**src/rtl/rv32_wb_pkg.sv**
```systemverilog
// rv32_wb_pkg: load-width encodings and writeback FSM states shared by the writeback stage.
package rv32_wb_pkg;
  localparam logic [1:0] RV32_MEM_WIDTH_BYTE = 2'b00;
  localparam logic [1:0] RV32_MEM_WIDTH_HALF = 2'b01;
  localparam logic [1:0] RV32_MEM_WIDTH_WORD = 2'b10;
  typedef enum logic [1:0] {WB_IDLE, WB_READY, WB_LOAD_WAIT} wb_state_t;
endpackage

```
**src/rtl/rv32_wb_if.sv**
```systemverilog
// rv32_wb_if: memory-stage inputs, data-memory return and regfile write port of the writeback stage.
// RV32_WB_BYPASS_EN adds the bypass hold-register outputs.
interface rv32_wb_if;
  logic        stall_in;
  logic        flush_in;
  logic        valid_in;
  logic [4:0]  rd_in;
  logic        rd_write_in;
  logic [31:0] result_in;
  logic        mem_read_in;
  logic [1:0]  mem_width_in;
  logic        mem_zero_extend_in;
  logic        mem_ready_in;
  logic [31:0] mem_read_value_in;
  logic [4:0]  rd_out;
  logic        rd_write_out;
  logic [31:0] rd_value_out;
  logic        stall_out;
  logic        retire_out;
`ifdef RV32_WB_BYPASS_EN
  logic        bypass_valid_out;
  logic [4:0]  bypass_rd_out;
  logic [31:0] bypass_value_out;
`endif
  modport master (
    output stall_in, flush_in, valid_in, rd_in, rd_write_in, result_in, mem_read_in,
           mem_width_in, mem_zero_extend_in, mem_ready_in, mem_read_value_in,
    input  rd_out, rd_write_out, rd_value_out, stall_out, retire_out
`ifdef RV32_WB_BYPASS_EN
    , input bypass_valid_out, bypass_rd_out, bypass_value_out
`endif
  );
  modport slave (
    input  stall_in, flush_in, valid_in, rd_in, rd_write_in, result_in, mem_read_in,
           mem_width_in, mem_zero_extend_in, mem_ready_in, mem_read_value_in,
    output rd_out, rd_write_out, rd_value_out, stall_out, retire_out
`ifdef RV32_WB_BYPASS_EN
    , output bypass_valid_out, bypass_rd_out, bypass_value_out
`endif
  );
endinterface

```
**src/rtl/rv32_load_align.sv**
```systemverilog
// rv32_load_align: picks the addressed byte/half of a loaded word and sign/zero-extends it.
module rv32_load_align
  import rv32_wb_pkg::*;
(
  input  logic [31:0] word_i,
  input  logic [1:0]  offset_i,
  input  logic [1:0]  width_i,
  input  logic        zero_extend_i,
  output logic [31:0] value_o
);
  logic [7:0]  byte_v;
  logic [15:0] half_v;
  always_comb begin
    byte_v  = 8'(word_i >> {offset_i, 3'b000});
    half_v  = offset_i[1] ? word_i[31:16] : word_i[15:0];
    value_o = width_i == RV32_MEM_WIDTH_BYTE ? {{24{byte_v[7] & ~zero_extend_i}}, byte_v} :
              width_i == RV32_MEM_WIDTH_HALF ? {{16{half_v[15] & ~zero_extend_i}}, half_v} :
              word_i;
  end
endmodule

```
**src/rtl/rv32_writeback.sv**
```systemverilog
// rv32_writeback: final pipeline stage; captures memory-stage results, waits for load data and drives
// the regfile write port. RV32_WB_BYPASS_EN adds a one-cycle-delayed copy of each regfile write.
module rv32_writeback
  import rv32_wb_pkg::*;
(
  input logic     clk,
  input logic     reset,
  rv32_wb_if.slave bus
);
  wb_state_t   state_q, state_d;
  logic [4:0]  s1_rd_q;
  logic        s1_rd_write_q;
  logic [31:0] s1_result_q;
  logic [1:0]  s1_width_q;
  logic        s1_zext_q;
  logic        capture, resolves;
  logic [31:0] load_value, wb_value;
  logic [4:0]  rd_q;
  logic        rd_write_q;
  logic [31:0] rd_value_q;
  logic        retire_q;

  rv32_load_align u_align (
    .word_i        (bus.mem_read_value_in),
    .offset_i      (s1_result_q[1:0]),
    .width_i       (s1_width_q),
    .zero_extend_i (s1_zext_q),
    .value_o       (load_value)
  );

  assign bus.stall_out = state_q == WB_LOAD_WAIT && !bus.mem_ready_in;

  // A resolved instruction leaves S1 even when stall_in blocks a refill, so it retires exactly once.
  always_comb begin
    capture  = !bus.stall_in && !bus.stall_out;
    resolves = state_q == WB_READY || (state_q == WB_LOAD_WAIT && bus.mem_ready_in);
    wb_value = state_q == WB_LOAD_WAIT ? load_value : s1_result_q;
    state_d  = state_q;
    if (capture)
      state_d = !bus.valid_in || bus.flush_in ? WB_IDLE :
                bus.mem_read_in ? WB_LOAD_WAIT : WB_READY;
    else if (resolves)
      state_d = WB_IDLE;
  end

  always_ff @(posedge clk)
    if (reset) state_q <= WB_IDLE;
    else state_q <= state_d;

  always_ff @(posedge clk)
    if (capture) begin
      s1_rd_q       <= bus.rd_in;
      s1_rd_write_q <= bus.rd_write_in;
      s1_result_q   <= bus.result_in;
      s1_width_q    <= bus.mem_width_in;
      s1_zext_q     <= bus.mem_zero_extend_in;
    end

  always_ff @(posedge clk)
    if (reset) begin
      rd_q       <= '0;
      rd_write_q <= 1'b0;
      rd_value_q <= '0;
      retire_q   <= 1'b0;
    end else begin
      rd_write_q <= resolves && s1_rd_write_q && s1_rd_q != 5'd0;
      retire_q   <= resolves;
      if (resolves) begin
        rd_q       <= s1_rd_q;
        rd_value_q <= wb_value;
      end
    end

  assign bus.rd_out       = rd_q;
  assign bus.rd_write_out = rd_write_q;
  assign bus.rd_value_out = rd_value_q;
  assign bus.retire_out   = retire_q;

`ifdef RV32_WB_BYPASS_EN
  logic        bypass_valid_q;
  logic [4:0]  bypass_rd_q;
  logic [31:0] bypass_value_q;
  always_ff @(posedge clk)
    if (reset) begin
      bypass_valid_q <= 1'b0;
      bypass_rd_q    <= '0;
      bypass_value_q <= '0;
    end else begin
      bypass_valid_q <= rd_write_q;
      bypass_rd_q    <= rd_q;
      bypass_value_q <= rd_value_q;
    end
  assign bus.bypass_valid_out = bypass_valid_q;
  assign bus.bypass_rd_out    = bypass_rd_q;
  assign bus.bypass_value_out = bypass_value_q;
`endif
endmodule

```
**src/flat_wrapper.sv**
```systemverilog
// flat-port wrapper written by rule: the top's interface ports become plain ports
module rv32_writeback_flat import rv32_wb_pkg::*;
  (clk, reset, bus_stall_in, bus_flush_in, bus_valid_in, bus_rd_in, bus_rd_write_in, bus_result_in, bus_mem_read_in, bus_mem_width_in, bus_mem_zero_extend_in, bus_mem_ready_in, bus_mem_read_value_in, bus_rd_out, bus_rd_write_out, bus_rd_value_out, bus_stall_out, bus_retire_out);
  rv32_wb_if bus_i ();
  input logic clk;
  input logic reset;
  input wire logic [$bits(bus_i.stall_in)-1:0] bus_stall_in;
  input wire logic [$bits(bus_i.flush_in)-1:0] bus_flush_in;
  input wire logic [$bits(bus_i.valid_in)-1:0] bus_valid_in;
  input wire logic [$bits(bus_i.rd_in)-1:0] bus_rd_in;
  input wire logic [$bits(bus_i.rd_write_in)-1:0] bus_rd_write_in;
  input wire logic [$bits(bus_i.result_in)-1:0] bus_result_in;
  input wire logic [$bits(bus_i.mem_read_in)-1:0] bus_mem_read_in;
  input wire logic [$bits(bus_i.mem_width_in)-1:0] bus_mem_width_in;
  input wire logic [$bits(bus_i.mem_zero_extend_in)-1:0] bus_mem_zero_extend_in;
  input wire logic [$bits(bus_i.mem_ready_in)-1:0] bus_mem_ready_in;
  input wire logic [$bits(bus_i.mem_read_value_in)-1:0] bus_mem_read_value_in;
  output wire logic [$bits(bus_i.rd_out)-1:0] bus_rd_out;
  output wire logic [$bits(bus_i.rd_write_out)-1:0] bus_rd_write_out;
  output wire logic [$bits(bus_i.rd_value_out)-1:0] bus_rd_value_out;
  output wire logic [$bits(bus_i.stall_out)-1:0] bus_stall_out;
  output wire logic [$bits(bus_i.retire_out)-1:0] bus_retire_out;
  assign bus_i.stall_in = bus_stall_in;
  assign bus_i.flush_in = bus_flush_in;
  assign bus_i.valid_in = bus_valid_in;
  assign bus_i.rd_in = bus_rd_in;
  assign bus_i.rd_write_in = bus_rd_write_in;
  assign bus_i.result_in = bus_result_in;
  assign bus_i.mem_read_in = bus_mem_read_in;
  assign bus_i.mem_width_in = bus_mem_width_in;
  assign bus_i.mem_zero_extend_in = bus_mem_zero_extend_in;
  assign bus_i.mem_ready_in = bus_mem_ready_in;
  assign bus_i.mem_read_value_in = bus_mem_read_value_in;
  assign bus_rd_out = bus_i.rd_out;
  assign bus_rd_write_out = bus_i.rd_write_out;
  assign bus_rd_value_out = bus_i.rd_value_out;
  assign bus_stall_out = bus_i.stall_out;
  assign bus_retire_out = bus_i.retire_out;
  rv32_writeback u_core (.clk(clk), .reset(reset), .bus(bus_i));
endmodule
```
**config.mk**
```make
export PLATFORM = sky130hd
export DESIGN_NAME = rv32_writeback_flat
export DESIGN_NICKNAME = d
export VERILOG_FILES = /design/src/rtl/rv32_wb_pkg.sv /design/src/rtl/rv32_wb_if.sv /design/src/rtl/rv32_load_align.sv /design/src/rtl/rv32_writeback.sv /design/src/flat_wrapper.sv
export SDC_FILE = /design/constraint.sdc
export NUM_CORES = 1
export LEC_CHECK = 0
export BUFFER_PORTS_ARGS = -buffer_cell sky130_fd_sc_hd__buf_2
export CORE_UTILIZATION = 58
export CTS_BUF_LIST = sky130_fd_sc_hd__clkbuf_4 sky130_fd_sc_hd__clkbuf_8
export CTS_CLUSTER_DIAMETER = 150
export CTS_CLUSTER_SIZE = 28
export DETAILED_ROUTE_END_ITERATION = 10
export PLACE_DENSITY = 0.89
export SLEW_MARGIN = 30
export SYNTH_ARGS = -nofsm -noshare
export SYNTH_HDL_FRONTEND = slang
export SYNTH_HIERARCHICAL = 1
export SYNTH_SLANG_ARGS = --single-unit
export TNS_END_PERCENT = 30
```
**constraint.sdc**
```tcl
create_clock -name clk -period 4.8 [get_ports clk]
set_input_delay 0.72 -clock clk [delete_from_list [all_inputs] [get_ports clk]]
set_output_delay 0.72 -clock clk [all_outputs]
set_load 0.005 [all_outputs]
```
-- Word-level counts from Yosys, hierarchy flattened
Index checks and enable logic that the tools add are counted.
- add/sub/neg operators: 0
- multiply operators: 0
- divide/modulo/power cells: 0
- magnitude comparators: 0
- equality and inequality tests: 3
- shift-type cells: 1
- mux-type cells: 8
- bitwise gates (word level): 3
- reductions and logical operators: 14
- operators by type and width (operator ; count):
    32-bit two-way mux ; 3
    32-bit by 5-bit >> shifter with 8-bit output ; 1
    16-bit two-way mux ; 1
    2-bit two-way mux ; 4
    1-bit logical AND ; 5
    5-bit nonzero test ; 1
    2-bit by 1-bit == test with 1-bit output (second input constant) ; 2
    1-bit logical NOT ; 4
    1-bit AND ; 2
    2-bit == test (second input constant) ; 1
    2-bit logical NOT ; 1
    1-bit logical OR ; 2
    2-bit nonzero test ; 1
    1-bit inverter ; 1
- register bits after elaboration: 82
- latch bits: 0
- RAM bits: 0
- ROM bits: 0
- input bits: 80
- output and inout port bits: 40
- logic and storage cells: 39
- memories kept: 0

-- Depth between registers and ports, before layout
- depth after elaboration: 5
- depth in mapped cells: 7

-- Hierarchy
The synthesis kept the hierarchy.
- by module, submodules not included (module ; instances ; cells an instance ; area an instance (um2)):
    rv32_writeback ; 1 ; 268 ; 3265.6
    rv32_load_align ; 1 ; 135 ; 1017.2

-- Worst setup path after synthesis
Ideal clock, no wire load.
- path type: input to register
- start: input bus_mem_ready_in
- end: register u_core.s1_rd_q[0] (enable)
- arrival: 2513 ps
- required time: 4361 ps
- setup slack: 1847 ps
- stages on the path: 2
- buffers on the path: 0
- path through: nor3b_1 -> nor2_1
- cells in the longest elaborated chain, start to end: 4
- ends and longest elaborated chain (item ; line ; RTL):
    from (decl) ; flat_wrapper.sv:16 ; input wire logic [$bits(bus_i.mem_ready_in)-1:0] bus_mem_ready_in;
    1-bit logical NOT ; rv32_writeback.sv:31 ; assign bus.stall_out = state_q == WB_LOAD_WAIT && !bus.mem_ready_in;
    1-bit logical AND ; rv32_writeback.sv:31 ;
    1-bit logical NOT ; rv32_writeback.sv:35 ; capture = !bus.stall_in && !bus.stall_out;
    1-bit logical AND ; rv32_writeback.sv:35 ;
    via u_core.capture ; rv32_writeback.sv:16 ; logic capture, resolves;
    to (signal assigned) ; rv32_writeback.sv:52 ; s1_rd_q <= bus.rd_in;
    to (decl) ; rv32_writeback.sv:11 ; logic [4:0] s1_rd_q;
The timed path passes the listed nets, and every way through them passes these cells.
A chain may end at the register's enable or synchronous reset.

-- Worst setup path after layout
- start: register u_core.state_q[1]
- end: output bus_stall_out
- cells in the longest elaborated chain, start to end: 2
- ends and longest elaborated chain (item ; line ; RTL):
    from (decl) ; rv32_writeback.sv:10 ; wb_state_t state_q, state_d;
    from (signal assigned) ; rv32_writeback.sv:48 ; else state_q <= state_d;
    2-bit == test ; rv32_writeback.sv:31 ;
    1-bit logical AND ; rv32_writeback.sv:31 ;
    to (decl) ; flat_wrapper.sv:21 ; output wire logic [$bits(bus_i.stall_out)-1:0] bus_stall_out;
No other way between the ends.

==> flow_summary.yaml <==
placed_design:
  place.gp.congestion: 0.813
  dp_cells: 585
  hpwl_mm: 6.99
  io_buffers: 119
drt:
  route.detailed.drc: 0
  antenna_left: 0
  routedWlPerCell_um: 17.1
  drt-pass1-iter-count: 5
  drt_wl_total_mm: 10.4
  drt-initial-drc-count: 244
  vias: 3504
  avgViaCountPerCell: 5.79
min_path:
  hold_path.startpoint: "u_core/bus.rd_out[3]"
  hold_depth: 2
  hold_class: "reg -> reg"
clock_tree:
  hold_buffers: 0
  cts_made_buffers: 9
  clock_latency_ps: 360
  clockBufferDepth: 2
  clock-sinks: 82
  cts_tree: "done"
  post_cts_buffers: 0
  clock-root-buffer: "clkbuf_8"
  cts.repair.resized: 0
  cts_max_level: 3
  clkTransAtPathRegs_ps: 90
cells_and_area:
  diodes: 0
  area_growth_pct: 18.6
  stdcell_count: 605
  final_cell_mix: "buf_2 (118), nor2_1 (76), dfxtp_1 (41), edfxtp_1 (41), nor2b_1 (31)"
  final_common_cell: "buf_2"
  fin_nets: 584
  drive_gt1_frac: 0.395
synthesis:
  synth_area_sq_um: 4280
  avgSynthCellArea_sq_um: 10.6
  async_reset_ff_frac: 0
  synth_top_family_by_area: "simple AND/OR/NAND/NOR gates"
  syn_nets: 483
  synthCells: 403
  synth-simple-area-share: 0.323
  yosys_warnings: 6
  synth_xor_xnor_area_share: 0
  muxShareOfSynthArea: 0.0508
  synth_enable_flop_cells: 41
  ys_types: 40
  synth-seq-cells: 82
  seq_area_frac_synth: 0.479
  ys.flop_type: "edfxtp_1"
  yosys.area_share.adder: 0
  synth_compound_area_frac: 0.0850
floorplan:
  io_pins: 120
  die-area_sq_um: 7730
  fp.dieW_um: 87.9
  start_util: 0.617
  die_h_um: 87.9
  core_area_sq_um: 6940
  core.rowCount: 30
global_routing:
  grt.overflow.total: 0
  grt_pass1_vias: 3282
  globalRouteTotalUtil: 0.276
  antenna_found_initial: 0
  grt_max_degree: 45
  grt_pass1_wl_mm: 15.7
power_and_ir_drop:
  p_int_w: 0.00114
  pwr-share-clk: 0.374
  comb_power_share: 0.110
  total_power_w: 0.00151
  leakage_nw: 2.11
  vdd_drop_max_uv: 217
  switching_share: 0.248
  power_frac_seq: 0.515
  powerDensity_nw_per_um2: 298
  switchingPower_w: 0.000375
setup_path:
  critical_path.startpoint_type: "flop"
  cp.depth: 2
  cpPeakStageDelay_ps: 540
  crit_chain: "nor3b_1 > buf_2"
  crit_type: "reg -> out"
  slowest_stage: "dfxtp_1"
  path_buf_inv: 1
  crit_fanout: 8
  rr_startpoint: "u_core/s1_result_q[0]"
  crit_family: "flip-flops"
  crit_path_end_kind: "output port"
  startpoint: "u_core/state_q[1]"
  r2r_cells: 5
  required_ps: 4080
  cp.arrival_ps: 1560
timing:
  timing.hold.ws_ps: 475
  fin_crit_sh: 0.475
  period_needed_ps: 2280
  slew_viol_final: 0
  setup_tns_ps: 0
  setup-violations-final: 0
  slew-limit-headroom: 0.452
  worstMarginPinSlew_ps: 822
  rsz0062_at_grt: "false"
  max_freq_mhz: 439
  hold_viol: 0
  finalClockSkew_ps: 8.74
job:
  maxCapViolCount: 0
outcome:
  status: "complete, no violations"
## synthesized netlist by cell type (2+ instances only)
| library cell | number | area, sq um |
|---|---|---|
| nand3_1 | 14 | 70.1 |
| nor2b_1 | 31 | 194 |
| a21oi_1 | 8 | 40.0 |
| clkbuf_1 | 13 | 48.8 |
| nor3_2 | 10 | 100 |
| nor4_1 | 3 | 18.8 |
| and3b_1 | 9 | 78.8 |
| a211oi_1 | 7 | 52.6 |
| buf_4 | 2 | 15.0 |
| nand2_1 | 12 | 45.0 |
| nor4_2 | 29 | 363 |
| buf_8 | 3 | 45.0 |
| dfxtp_1 | 41 | 821 |
| mux4_1 | 7 | 184 |
| buf_6 | 8 | 90.1 |
| nor3b_1 | 2 | 15.0 |
| o22ai_1 | 7 | 43.8 |
| nor2_1 | 77 | 289 |
| o21ai_0 | 19 | 95.1 |
| nor3_1 | 23 | 115 |
| o21ai_2 | 12 | 105 |
| nand2b_1 | 2 | 12.5 |
| buf_2 | 7 | 35.0 |
| edfxtp_1 | 41 | 1230 |
## path summary, 6_finish.rpt
kind                                       to  slack [ps]
setup / recovery                bus_stall_out        2520
hold / removal           u_core/bus.rd_out[3]         480
setup reg to reg  u_core/bus.rd_value_out[29]        2620
hold reg to reg          u_core/bus.rd_out[3]         480
## area by class of cell
| type | count | area [sq um] |
|---|---|---|
| Inverter | 1 | 3.75 |
| Sequential cell | 82 | 2050 |
| Tap cell | 96 | 120 |
| Clock inverter | 7 | 101 |
| Timing Repair Buffer | 126 | 702 |
| Fill cell | 517 | 1860 |
| Multi-Input combinational cell | 284 | 1980 |
| Clock buffer | 9 | 124 |
## stage by stage
step	utilization	instance area, sq um	setup slack [ps]
4_1_cts	0.722	5020	2210
6_report	0.732	5080	2520
3_3_place_gp	0.686	4760	2340
5_1_grt	0.732	5080	2470
2_1_floorplan	-	4280	1850
3_5_place_dp	0.690	4790	2230
## state kept, by name, summed over array words and instances, names as in the netlist
register and cells:
u_core/bus.rd_write_out 1, u_core/s1_result_q 32, u_core/s1_rd_write_q 1, u_core/s1_width_q 2
u_core/s1_zext_q 1, u_core/state_q 2, u_core/bus.retire_out 1, u_core/s1_rd_q 5
u_core/bus.rd_value_out 32, u_core/bus.rd_out 5
## layer usage
metal | wire, um | vias to the layer above | global-route usage
met5 | 0 | - | 0
met4 | 283 | 0 | 0.127
met3 | 869 | 26 | 0.0839
met2 | 5040 | 171 | 0.452
met1 | 4180 | 1646 | 0.334
li1 | - | 1661 | -
## worst register-to-register path: cells and delay by family (launching register included)
kind,cells,cell delay (ps)
simple gates,3,560
flops,1,670
mux,1,630
compound gates,1,190
## cells by family after synthesis
logic type	after synthesis
buffers and inverters	37
flip-flops	82
AND/OR/NAND/NOR	220
AO/OA/AOI/OAI	55
multiplexers	9
## power by group through the flow
| stage | combinational (W) | sequential (W) | clock, W |
|---|---|---|---|
| after CTS | 0.000156 | 0.000785 | 0.000573 |
| after floorplan | 0.000104 | 0.000788 | 0 |
| after global routing | 0.000181 | 0.000782 | 0.000600 |
| final | 0.000167 | 0.000779 | 0.000567 |
| after detailed placement | 0.000155 | 0.000801 | 0 |
| after global placement | 0.000147 | 0.000800 | 0 |
Power figures use the tool's default switching activity.
